[config.mk]
export PLATFORM = sky130hd
export DESIGN_NAME = imem_fetch_ctrl
export DESIGN_NICKNAME = d
export VERILOG_FILES = /design/src/rtl/imem_fetch_ctrl.sv
export SDC_FILE = /design/constraint.sdc
export NUM_CORES = 1
export LEC_CHECK = 0
export CORE_MARGIN = 1
export CORE_UTILIZATION = 49
export DETAILED_ROUTE_END_ITERATION = 8
export MAX_ROUTING_LAYER = met4
export PLACE_DENSITY = 0.93
export SETUP_SLACK_MARGIN = 0.1
export SYNTH_ARGS = -nofsm -noshare
export SYNTH_HDL_FRONTEND = slang
export SYNTH_SLANG_ARGS = --single-unit
export TNS_END_PERCENT = 100
[constraint.sdc]
create_clock -name clk -period 9.31 [get_ports clk]
set_input_delay 2.793 -clock clk [delete_from_list [all_inputs] [get_ports clk]]
set_output_delay 2.793 -clock clk [all_outputs]
set_load 0.01 [all_outputs]
[src/rtl/imem_fetch_ctrl.sv]
// Fetch sequencer: four byte reads on a shared byte memory assembled into a little-endian word.
// Loader has priority in IDLE. Build option IMEM_ALIGN_CHECK_EN also rejects unaligned fetch addresses.
module imem_fetch_ctrl #(
  parameter int MEM_BYTES = 400,
  parameter int ADDR_W    = 32
) (
  input  logic              clk,
  input  logic              rst_n,
  input  logic              fetch_req,
  input  logic [ADDR_W-1:0] fetch_addr,
  output logic              fetch_ready,
  output logic              fetch_valid,
  output logic [31:0]       fetch_data,
  output logic              fetch_err,
  input  logic              load_req,
  input  logic [ADDR_W-1:0] load_addr,
  input  logic [7:0]        load_data,
  output logic              load_ack,
  output logic              mem_en,
  output logic              mem_we,
  output logic [ADDR_W-1:0] mem_addr,
  output logic [7:0]        mem_wdata,
  input  logic [7:0]        mem_rdata
);

  typedef enum logic [1:0] {IDLE, RD, LAST, RESP} state_t;

  localparam logic [ADDR_W:0] LIMIT = (ADDR_W+1)'(MEM_BYTES);

  state_t            state, state_nxt;
  logic [1:0]        cnt;
  logic [ADDR_W-1:0] base;
  logic [31:0]       asm_q;
  logic              err_q;
  logic              accept;
  logic              range_bad;
  logic              align_bad;
  logic              load_ok;
  logic [ADDR_W:0]   end_addr;

  // One extra bit so a request near the top of the address space cannot wrap into range.
  assign end_addr  = {1'b0, fetch_addr} + (ADDR_W+1)'(3);
  assign range_bad = (end_addr >= LIMIT);
  assign load_ok   = ({1'b0, load_addr} < LIMIT);

`ifdef IMEM_ALIGN_CHECK_EN
  assign align_bad = (fetch_addr[1:0] != 2'b00);
`else
  assign align_bad = 1'b0;
`endif

  always_comb begin
    state_nxt   = state;
    accept      = 1'b0;
    fetch_ready = 1'b0;
    fetch_valid = 1'b0;
    fetch_err   = 1'b0;
    fetch_data  = 32'h0;
    load_ack    = 1'b0;
    mem_en      = 1'b0;
    mem_we      = 1'b0;
    mem_addr    = '0;
    mem_wdata   = 8'h0;
    case (state)
      IDLE: begin
        if (load_req) begin
          load_ack = 1'b1;
          if (load_ok) begin
            mem_en    = 1'b1;
            mem_we    = 1'b1;
            mem_addr  = load_addr;
            mem_wdata = load_data;
          end
        end else begin
          fetch_ready = 1'b1;
          if (fetch_req) begin
            accept    = 1'b1;
            state_nxt = (range_bad || align_bad) ? RESP : RD;
          end
        end
      end
      RD: begin
        mem_en   = 1'b1;
        mem_addr = base + ADDR_W'(cnt);
        if (cnt == 2'd3) state_nxt = LAST;
      end
      LAST: state_nxt = RESP;
      RESP: begin
        fetch_valid = 1'b1;
        fetch_err   = err_q;
        fetch_data  = err_q ? 32'h0 : asm_q;
        state_nxt   = IDLE;
      end
      default: state_nxt = IDLE;
    endcase
  end

  always_ff @(posedge clk) begin
    if (!rst_n) begin
      state <= IDLE;
      cnt   <= 2'd0;
      base  <= '0;
      asm_q <= 32'h0;
      err_q <= 1'b0;
    end else begin
      state <= state_nxt;
      case (state)
        IDLE: begin
          if (accept) begin
            base  <= fetch_addr;
            err_q <= range_bad || align_bad;
            cnt   <= 2'd0;
          end
        end
        RD: begin
          cnt <= cnt + 2'd1;
          // Read data lags the issue by one cycle, so it lands in the previous lane.
          if (cnt != 2'd0) asm_q[{cnt - 2'd1, 3'b000} +: 8] <= mem_rdata;
        end
        LAST: asm_q[31:24] <= mem_rdata;
        default: ;
      endcase
    end
  end

endmodule
==> results of run 1 <==
[cell type report]
class                   instances  area [um^2]  area share
flip-flops and latches         69         1380       0.221
multi-input cells             449         2860       0.458
clock buffers                   9          124      0.0198
clock inverters                 7         75.1      0.0120
repair buffers                165         1640       0.263
inverters                       9         33.8     0.00540
well taps                     108          135      0.0216
[registers in the layout, summed over array words and instances (netlist names)]
| signal | flops |
|---|---|
| base | 32 |
| asm_q | 32 |
| state | 2 |
| err_q | 1 |
| cnt | 2 |
[kinds of logic after synthesis]
| kind of cell | count (synthesis) |
|---|---|
| xor+xnor | 30 |
| buf+inv | 34 |
| flops | 69 |
| simple gates | 295 |
| fa+ha+maj | 14 |
| compound gates | 107 |
| mux | 3 |
[per-layer routing]
layer	vias to the layer above	global-route usage	part of all wire
met5	-	-	0
met4	0	0.0968	0.023
met3	29	0.0493	0.066
met2	194	0.458	0.49
met1	2171	0.337	0.42
li1	2236	-	-
[final timing paths]
| check | startpoint | to | slack (ns) | cells past startpoint |
|---|---|---|---|---|
| hold reg to reg | asm_q[27] | asm_q[27] | 0.47 | 2 |
| setup / recovery | load_addr[13] | mem_wdata[6] | 1.64 | 7 |
| setup reg to reg | state[0] | asm_q[20] | 6.45 | 6 |
| hold / removal | asm_q[27] | asm_q[27] | 0.47 | 2 |
[placed cells by master, fill, tap and decap left out, drive strengths merged, types with 12 or more instances in the layout]
| cell type | synthesis | routed |
|---|---|---|
| and2 | 60 | 60 |
| clkdlybuf4s50 | 0 | 161 |
| nand2 | 107 | 107 |
| nor2b | 31 | 31 |
| a21boi | 45 | 45 |
| nand4 | 19 | 19 |
| xnor2 | 19 | 19 |
| nor2 | 12 | 12 |
| ha | 12 | 12 |
| nand3 | 21 | 21 |
| a22oi | 24 | 24 |
| dfxtp | 69 | 69 |
[report_power, final]
group	total (mW)	switching, mW	internal (mW)	leakage (nW)
sequential	0.348	0.0274	0.321	0.560
combinational	0.245	0.131	0.114	1.48
clock	0.248	0.124	0.124	0.0918
total	0.842	0.282	0.560	2.13
[tightest hold or removal path: cells and delay by family, from the launching register on]
family | cells | cell delay [ns]
compound gates | 1 | 0.06
flops | 1 | 0.32
simple gates | 1 | 0.05
[stage by stage]
step | total power [mW] | cell area [um^2] | worst slack (ns) | std cells | util
after floorplan | 0.488 | 4380 | 2.21 | 552 | -
after global routing | 0.890 | 6250 | 1.57 | 816 | 0.721
final | 0.842 | 6250 | 1.64 | 816 | 0.721
after detailed placement | 0.598 | 6050 | 1.69 | 800 | 0.698
after CTS | 0.845 | 6250 | 1.69 | 816 | 0.721
after global placement | 0.586 | 6050 | 1.75 | 800 | 0.698
==> parameters.txt, run 1 <==
Parameter                              Value

Synth
  Fraction of synthesized cell area in xor and xnor cells ... 0.0600
  Biggest area contributors in the synthesized netlist ... sky130_fd_sc_hd__dfxtp_1 (32%), sky130_fd_sc_hd__nand2_1 (9.2%), sky130_fd_sc_hd__and2_1 (8.6%)
  Dominant combinational cell family by area after synthesis ... simple AND/OR/NAND/NOR gates
  Post-synth EDFFs ... 0
  Most instantiated library cell after synthesis ... sky130_fd_sc_hd__nand2_1
  Per-instance average area after synthesis ... 7.93 um^2
  Post-synth design cell area ... 4380 um^2
  Fraction of the mapped netlist area in compound gates ... 0.183
  Ys flop type ... sky130_fd_sc_hd__dfxtp_1
  Post-synth ARST share ... 0
  Cells after Synth ... 552
  Multiplexer area fraction after synthesis ... 0.00686
  Synth unique cells ... 53
  Seq cells post-synth ... 69
  Cell type with the largest total area after synthesis ... sky130_fd_sc_hd__dfxtp_1
  Total number of yosys warnings ... 0
  Most common library cells after synthesis ... sky130_fd_sc_hd__nand2_1 (107), sky130_fd_sc_hd__dfxtp_1 (69), sky130_fd_sc_hd__and2_1 (60)
  Post-Syn Nets ... 649
  Share of synthesized cell area in and, or, nand and nor gates ... 0.363
  Post-Synth Adder-Cell Area ... 0.0412
  Sequential-to-total area share from yosys stat ... 0.316
  Area share of the largest cell type after synthesis ... 0.316

Clock network
  Clock Tree Root ... sky130_fd_sc_hd__clkbuf_8
  Largest buffer count on any clock path ... 2
  Sinks on the clock net ... 69
  Depth of the CTS H-tree ... 3
  Number of buffers added to fix hold violations after cts ... 0
  Clock transition time at the flip-flop clock pins of the worst setup and hold paths ... 0.08 ns
  Post-CTS setup-driven buffer insertion count ... 0
  Total CTS buffers ... 9
  Worst-Skew Late Latency ... 0.35 ns
  Clock tree from TritonCTS ... yes
  Post-cts resize count ... 0

STA
  Setup repair after global routing missed its margin ... false
  Slew HR ... 0.180
  Crit share post-route ... 0.824
  Peak clock frequency supported by timing ... 130 MHz
  Min Clock Period, post-route ... 7.67 ns
  Count of final hold-check violations ... 0
  Worst-Margin Slew ... 1.22 ns
  Clock Skew ... 0.0131 ns
  Max-slew violations ... 0
  Hold_ws ... 0.471 ns
  Final setup viols ... 0
  Total negative slack ... 0 ns

Power
  Power density over the cells ... 135 nW/um^2
  Reported leakage power ... 2.13 nW
  Worst IR drop on VDD ... 0.0000694 V

Route
  DRT Pass-1 Iters ... 5
  Starting DRT DRC Count ... 237
  Count of antenna-violating nets left after detailed routing ... 0
  Number of vias per cell after detailed routing ... 5.67
  Final routed DRC violation total ... 0
  Final wirelength ... 12600 um
  DR WL/cell ... 15.4 um
  Total via count after detailed routing ... 4630

Layout
  N_diodes ... 0
  Proportion of layout cells with a drive suffix above 1 ... 0.0438
  Fill count ... 666
  Layout area overhead ... 42.9%
  Final nets ... 800

Hold path
  Type of the tightest min-delay check ... flip-flop to flip-flop

Die
  Number of top-level design ports ... 162
  Area of the core ... 8680 um^2
  Initial core utilization ... 0.504
  Number of core rows ... 34
  DIE HEIGHT ... 96.5 um
  Overall die area ... 9310 um^2
  Floorplan die width ... 96.5 um

Critical path
  Number of buffers and inverters on the critical path ... 3
  Kind of start point of the critical path ... input port
  Data required time of the worst path ... 6.52 ns
  Most common cell type on the critical path ... sky130_fd_sc_hd__clkdlybuf4s50_1
  Critical path class ... input port to output port
  Nature of the critical path endpoint ... output port
  Critical path's largest stage delay ... 0.56 ns
  Worst-path maximum fanout ... 19
  CP max stage cell ... sky130_fd_sc_hd__clkdlybuf4s50_1
  Dominant delay contributor by cell family on the critical path ... buffers and inverters
  Crit path DAT ... 4.88 ns
  Critical-path cell list ... clkdlybuf4s50_1, nor4_1, nand3_1, nor3_1, buf_4, and2_1, clkdlybuf4s50_1

Placement
  HPWL after detailed placement ... 9620 um
  Port Buf Inserts ... 161
  Placer congestion estimate ... 0.936

Global route
  Global route overflow ... 0
  Initial antenna violation count ... 0
  Pin count of the biggest net entering global routing ... 72
  Via count of the first global-routing pass ... 4217
  First-pass GRT wire length ... 19400 um
  Global routing usage summed across all routing layers ... 0.276

Job
  Max-capacitance violation count ... 0

Status
  Outcome ... finished, final reports clean
(Power assumes the default switching activity.)
==> inputs of run 2 (changes only) <==
--- a/config.mk
+++ b/config.mk
@@ -6,10 +6,10 @@
 export NUM_CORES = 1
 export LEC_CHECK = 0
 export CORE_MARGIN = 1
-export CORE_UTILIZATION = 49
+export CORE_UTILIZATION = 45
 export DETAILED_ROUTE_END_ITERATION = 8
 export MAX_ROUTING_LAYER = met4
-export PLACE_DENSITY = 0.93
+export PLACE_DENSITY = 0.87
 export SETUP_SLACK_MARGIN = 0.1
 export SYNTH_ARGS = -nofsm -noshare
 export SYNTH_HDL_FRONTEND = slang
==> constraint.sdc (replaced) <==
create_clock -name clk -period 7.6 [get_ports clk]
set_input_delay 2.28 -clock clk [delete_from_list [all_inputs] [get_ports clk]]
set_output_delay 2.28 -clock clk [all_outputs]
set_load 0.01 [all_outputs]
==> parameters.txt, run 2 (synthesized netlist as in run 1, its figures left out) <==
Parameter                              Value

Critical path
  Count of cells along the worst register-to-register path ... 6 (unchanged)
  Reg-to-reg endpoint ... asm_q[22] (was asm_q[20])
  Data required time of the worst path ... 5.32 ns (was 6.52 ns)
  Kind of start point of the critical path ... input port (unchanged)
  Launching instance or port of the critical path ... load_addr[30] (was load_addr[13])
  Nature of the critical path endpoint ... output port (unchanged)
  Worst-path maximum fanout ... 19 (unchanged)
  Register-to-register path setup slack ... 4.63 ns (was 6.45 ns)
  Crit path DAT ... 4.28 ns (was 4.88 ns)
  Critical R2R Launch ... state[0] (unchanged)
  Critical path class ... input port to output port (unchanged)

Hold path
  Hold endpoint ... asm_q[24] (was asm_q[27])
  Type of the tightest min-delay check ... flip-flop to flip-flop (unchanged)
  Worst Min Path Start ... asm_q[24] (was asm_q[27])
  Hold path depth ... 2 (unchanged)

Layout
  Leading cell type in the layout, fill and taps excluded ... sky130_fd_sc_hd__clkdlybuf4s50_1 (unchanged)
  Final standard cell area without fillers ... 6300 um^2 (was 6250 um^2)
  Combined area of the multi-input logic cells ... 2860 um^2 (unchanged)
  Final core area utilization ... 0.676 (was 0.721)
  Commonest cells after routing, fill and taps aside ... sky130_fd_sc_hd__clkdlybuf4s50_1 (161), sky130_fd_sc_hd__nand2_1 (107), sky130_fd_sc_hd__dfxtp_1 (69), sky130_fd_sc_hd__and2_1 (60), sky130_fd_sc_hd__a21boi_0 (45) (unchanged)
  Layout area overhead ... 44.1% (was 42.9%)
  N_diodes ... 0 (unchanged)
  Storage cell area ... 1380 um^2 (unchanged)
  Proportion of layout cells with a drive suffix above 1 ... 0.0438 (unchanged)
  Fill count ... 745 (was 666)
  Final nets ... 800 (unchanged)
  Registers with the highest flip-flop counts ... asm_q (32), base (32) (unchanged)
  Final Instance Count excl. Fillers ... 837 (was 816)

Die
  Overall die area ... 10100 um^2 (was 9310 um^2)
  Number of core rows ... 35 (was 34)
  Area of the core ... 9330 um^2 (was 8680 um^2)
  DIE HEIGHT ... 101 um (was 96.5 um)
  Number of top-level design ports ... 162 (unchanged)
  Floorplan die width ... 101 um (was 96.5 um)
  Initial core utilization ... 0.469 (was 0.504)

Global route
  Via count of the first global-routing pass ... 4359 (was 4217)
  Pin count of the biggest net entering global routing ... 72 (unchanged)
  Global routing usage summed across all routing layers ... 0.265 (was 0.276)
  GR Util met1 ... 0.307 (was 0.337)
  Global route overflow ... 0 (unchanged)
  GR Util met2 ... 0.458 (about the same)
  GRT Max-Usage Layer ... met2 (unchanged)
  Global routing met3 resource utilization ... 0.0534 (was 0.0493)
  Initial antenna violation count ... 0 (unchanged)
  First-pass GRT wire length ... 20800 um (was 19400 um)

Route
  Final routed DRC violation total ... 0 (unchanged)
  Starting DRT DRC Count ... 210 (was 237)
  Total via count after detailed routing ... 4589 (was 4630)
  DRT Pass-1 Iters ... 5 (unchanged)
  Count of antenna-violating nets left after detailed routing ... 0 (unchanged)
  Final wirelength ... 12800 um (was 12600 um)
  Number of vias per cell after detailed routing ... 5.48 (was 5.67)
  DR WL/cell ... 15.2 um (was 15.4 um)

STA
  Clock Skew ... 0.0157 ns (was 0.0131 ns)
  Count of final hold-check violations ... 0 (unchanged)
  Slew HR ... 0.152 (was 0.180)
  Peak clock frequency supported by timing ... 152 MHz
  Max-slew violations ... 0 (unchanged)
  Total negative slack ... 0 ns (unchanged)
  Crit share post-route ... 0.863
  Setup repair after global routing missed its margin ... false (unchanged)
  Worst-Margin Slew ... 1.26 ns (was 1.22 ns)
  Final setup viols ... 0 (unchanged)
  Min Clock Period, post-route ... 6.56 ns
  Min setup slack post-route ... 1.04 ns (was 1.64 ns)

Placement
  Port Buf Inserts ... 161 (unchanged)
  Cell area reported after detailed placement ... 6080 um^2 (was 6050 um^2)
  Setup slack after placement ... 1.04 ns (was 1.69 ns)
  HPWL after detailed placement ... 9700 um (was 9620 um)
  Count of placed standard cells including taps ... 821 (was 800)
  Placer congestion estimate ... 0.847 (was 0.936)

Power
  Switch Pwr ... 341 uW (was 282 uW)
  Power density over the cells ... 169 nW/um^2 (was 135 nW/um^2)
  Worst IR drop on VDD ... 0.0000864 V (was 0.0000694 V)
  Fraction of power spent switching nets ... 0.319 (was 0.335)
  Reported leakage power ... 2.15 nW (was 2.13 nW)
  Internal power of the cells ... 726 uW (was 560 uW)
  Proportion of power drawn by the clock network ... 0.316 (was 0.295)
  Part of the total power dissipated in sequential elements ... 0.399 (was 0.414)
  Logic pwr share ... 0.285 (was 0.291)

Clock network
  Number of buffers added to fix hold violations after cts ... 0 (unchanged)
  Worst-Skew Late Latency ... 0.36 ns (was 0.35 ns)
  Post-CTS setup-driven buffer insertion count ... 0 (unchanged)
  Clock Tree Root ... sky130_fd_sc_hd__clkbuf_8 (unchanged)
  Depth of the CTS H-tree ... 3 (unchanged)
  Clock tree from TritonCTS ... yes (unchanged)
  Post-cts resize count ... 0 (unchanged)
  Sinks on the clock net ... 69 (unchanged)
  Largest buffer count on any clock path ... 2 (unchanged)
  Total CTS buffers ... 9 (unchanged)
  Clock transition time at the flip-flop clock pins of the worst setup and hold paths ... 0.07 ns (was 0.08 ns)

Job
  Max-capacitance violation count ... 0 (unchanged)

Status
  Outcome ... finished, final reports clean (unchanged)
[run 2: cell types whose count changed in the layout (fill, tap and decap cells not counted), sizes merged]
cell	before	now
bufinv	1	2
inv	10	9
clkinv	2	3
clkinvlp	3	1
clkbuf	9	10
[run 2: worst max path at each step]
stage | endpoint | slack (ns) | cells past startpoint
final | mem_addr[6] | 1.04 | 7
after global placement | mem_addr[3] | 1.16 | 7
after CTS | mem_addr[6] | 1.04 | 7
after floorplan | mem_addr[4] | 1.53 | 5
after detailed placement | mem_addr[6] | 1.04 | 7
after global routing | mem_addr[6] | 0.93 | 7
[run 2: final cells by class]
cell class                 instances  share of cell area
timing repair buffer             165               0.260
clock inverter                     6              0.0137
inverter                           9             0.00536
sequential                        69               0.219
multi-input combinational        449               0.454
clock buffer                      10              0.0218
tap                              129              0.0256
[run 2: critical path: stages]
cell	delay, ns
sky130_fd_sc_hd__clkdlybuf4s50_1	0.41
sky130_fd_sc_hd__nor4_1	0.30
sky130_fd_sc_hd__nand4_1	0.13
sky130_fd_sc_hd__nor3_1	0.20
sky130_fd_sc_hd__buf_4	0.24
sky130_fd_sc_hd__a22o_1	0.18
sky130_fd_sc_hd__clkdlybuf4s50_1	0.54
[run 2: power by group through the flow]
stage          Sequential [mW]  Clock, mW  Combinational [mW]
2_1_floorplan            0.425          0               0.172
3_3_place_gp             0.431          0               0.288
3_5_place_dp             0.434          0               0.303
4_1_cts                  0.426      0.341               0.304
5_1_grt                  0.431      0.359               0.333
6_report                 0.426      0.337               0.304
[run 2: routing by layer]
| metal | up-vias | share of wire |
|---|---|---|
| met3 | 30 | 0.059 |
| met1 | 2164 | 0.43 |
| met2 | 168 | 0.49 |
| met4 | 0 | 0.023 |
| li1 | 2227 | - |
| met5 | - | 0 |
[run 2: through the flow]
step                hold WS [ns]  power, mW
floorplan                  0.439      0.597
detailed placement         0.454      0.737
CTS                        0.464       1.07
global placement           0.447      0.719
finish                     0.460       1.07
global route               0.483       1.12
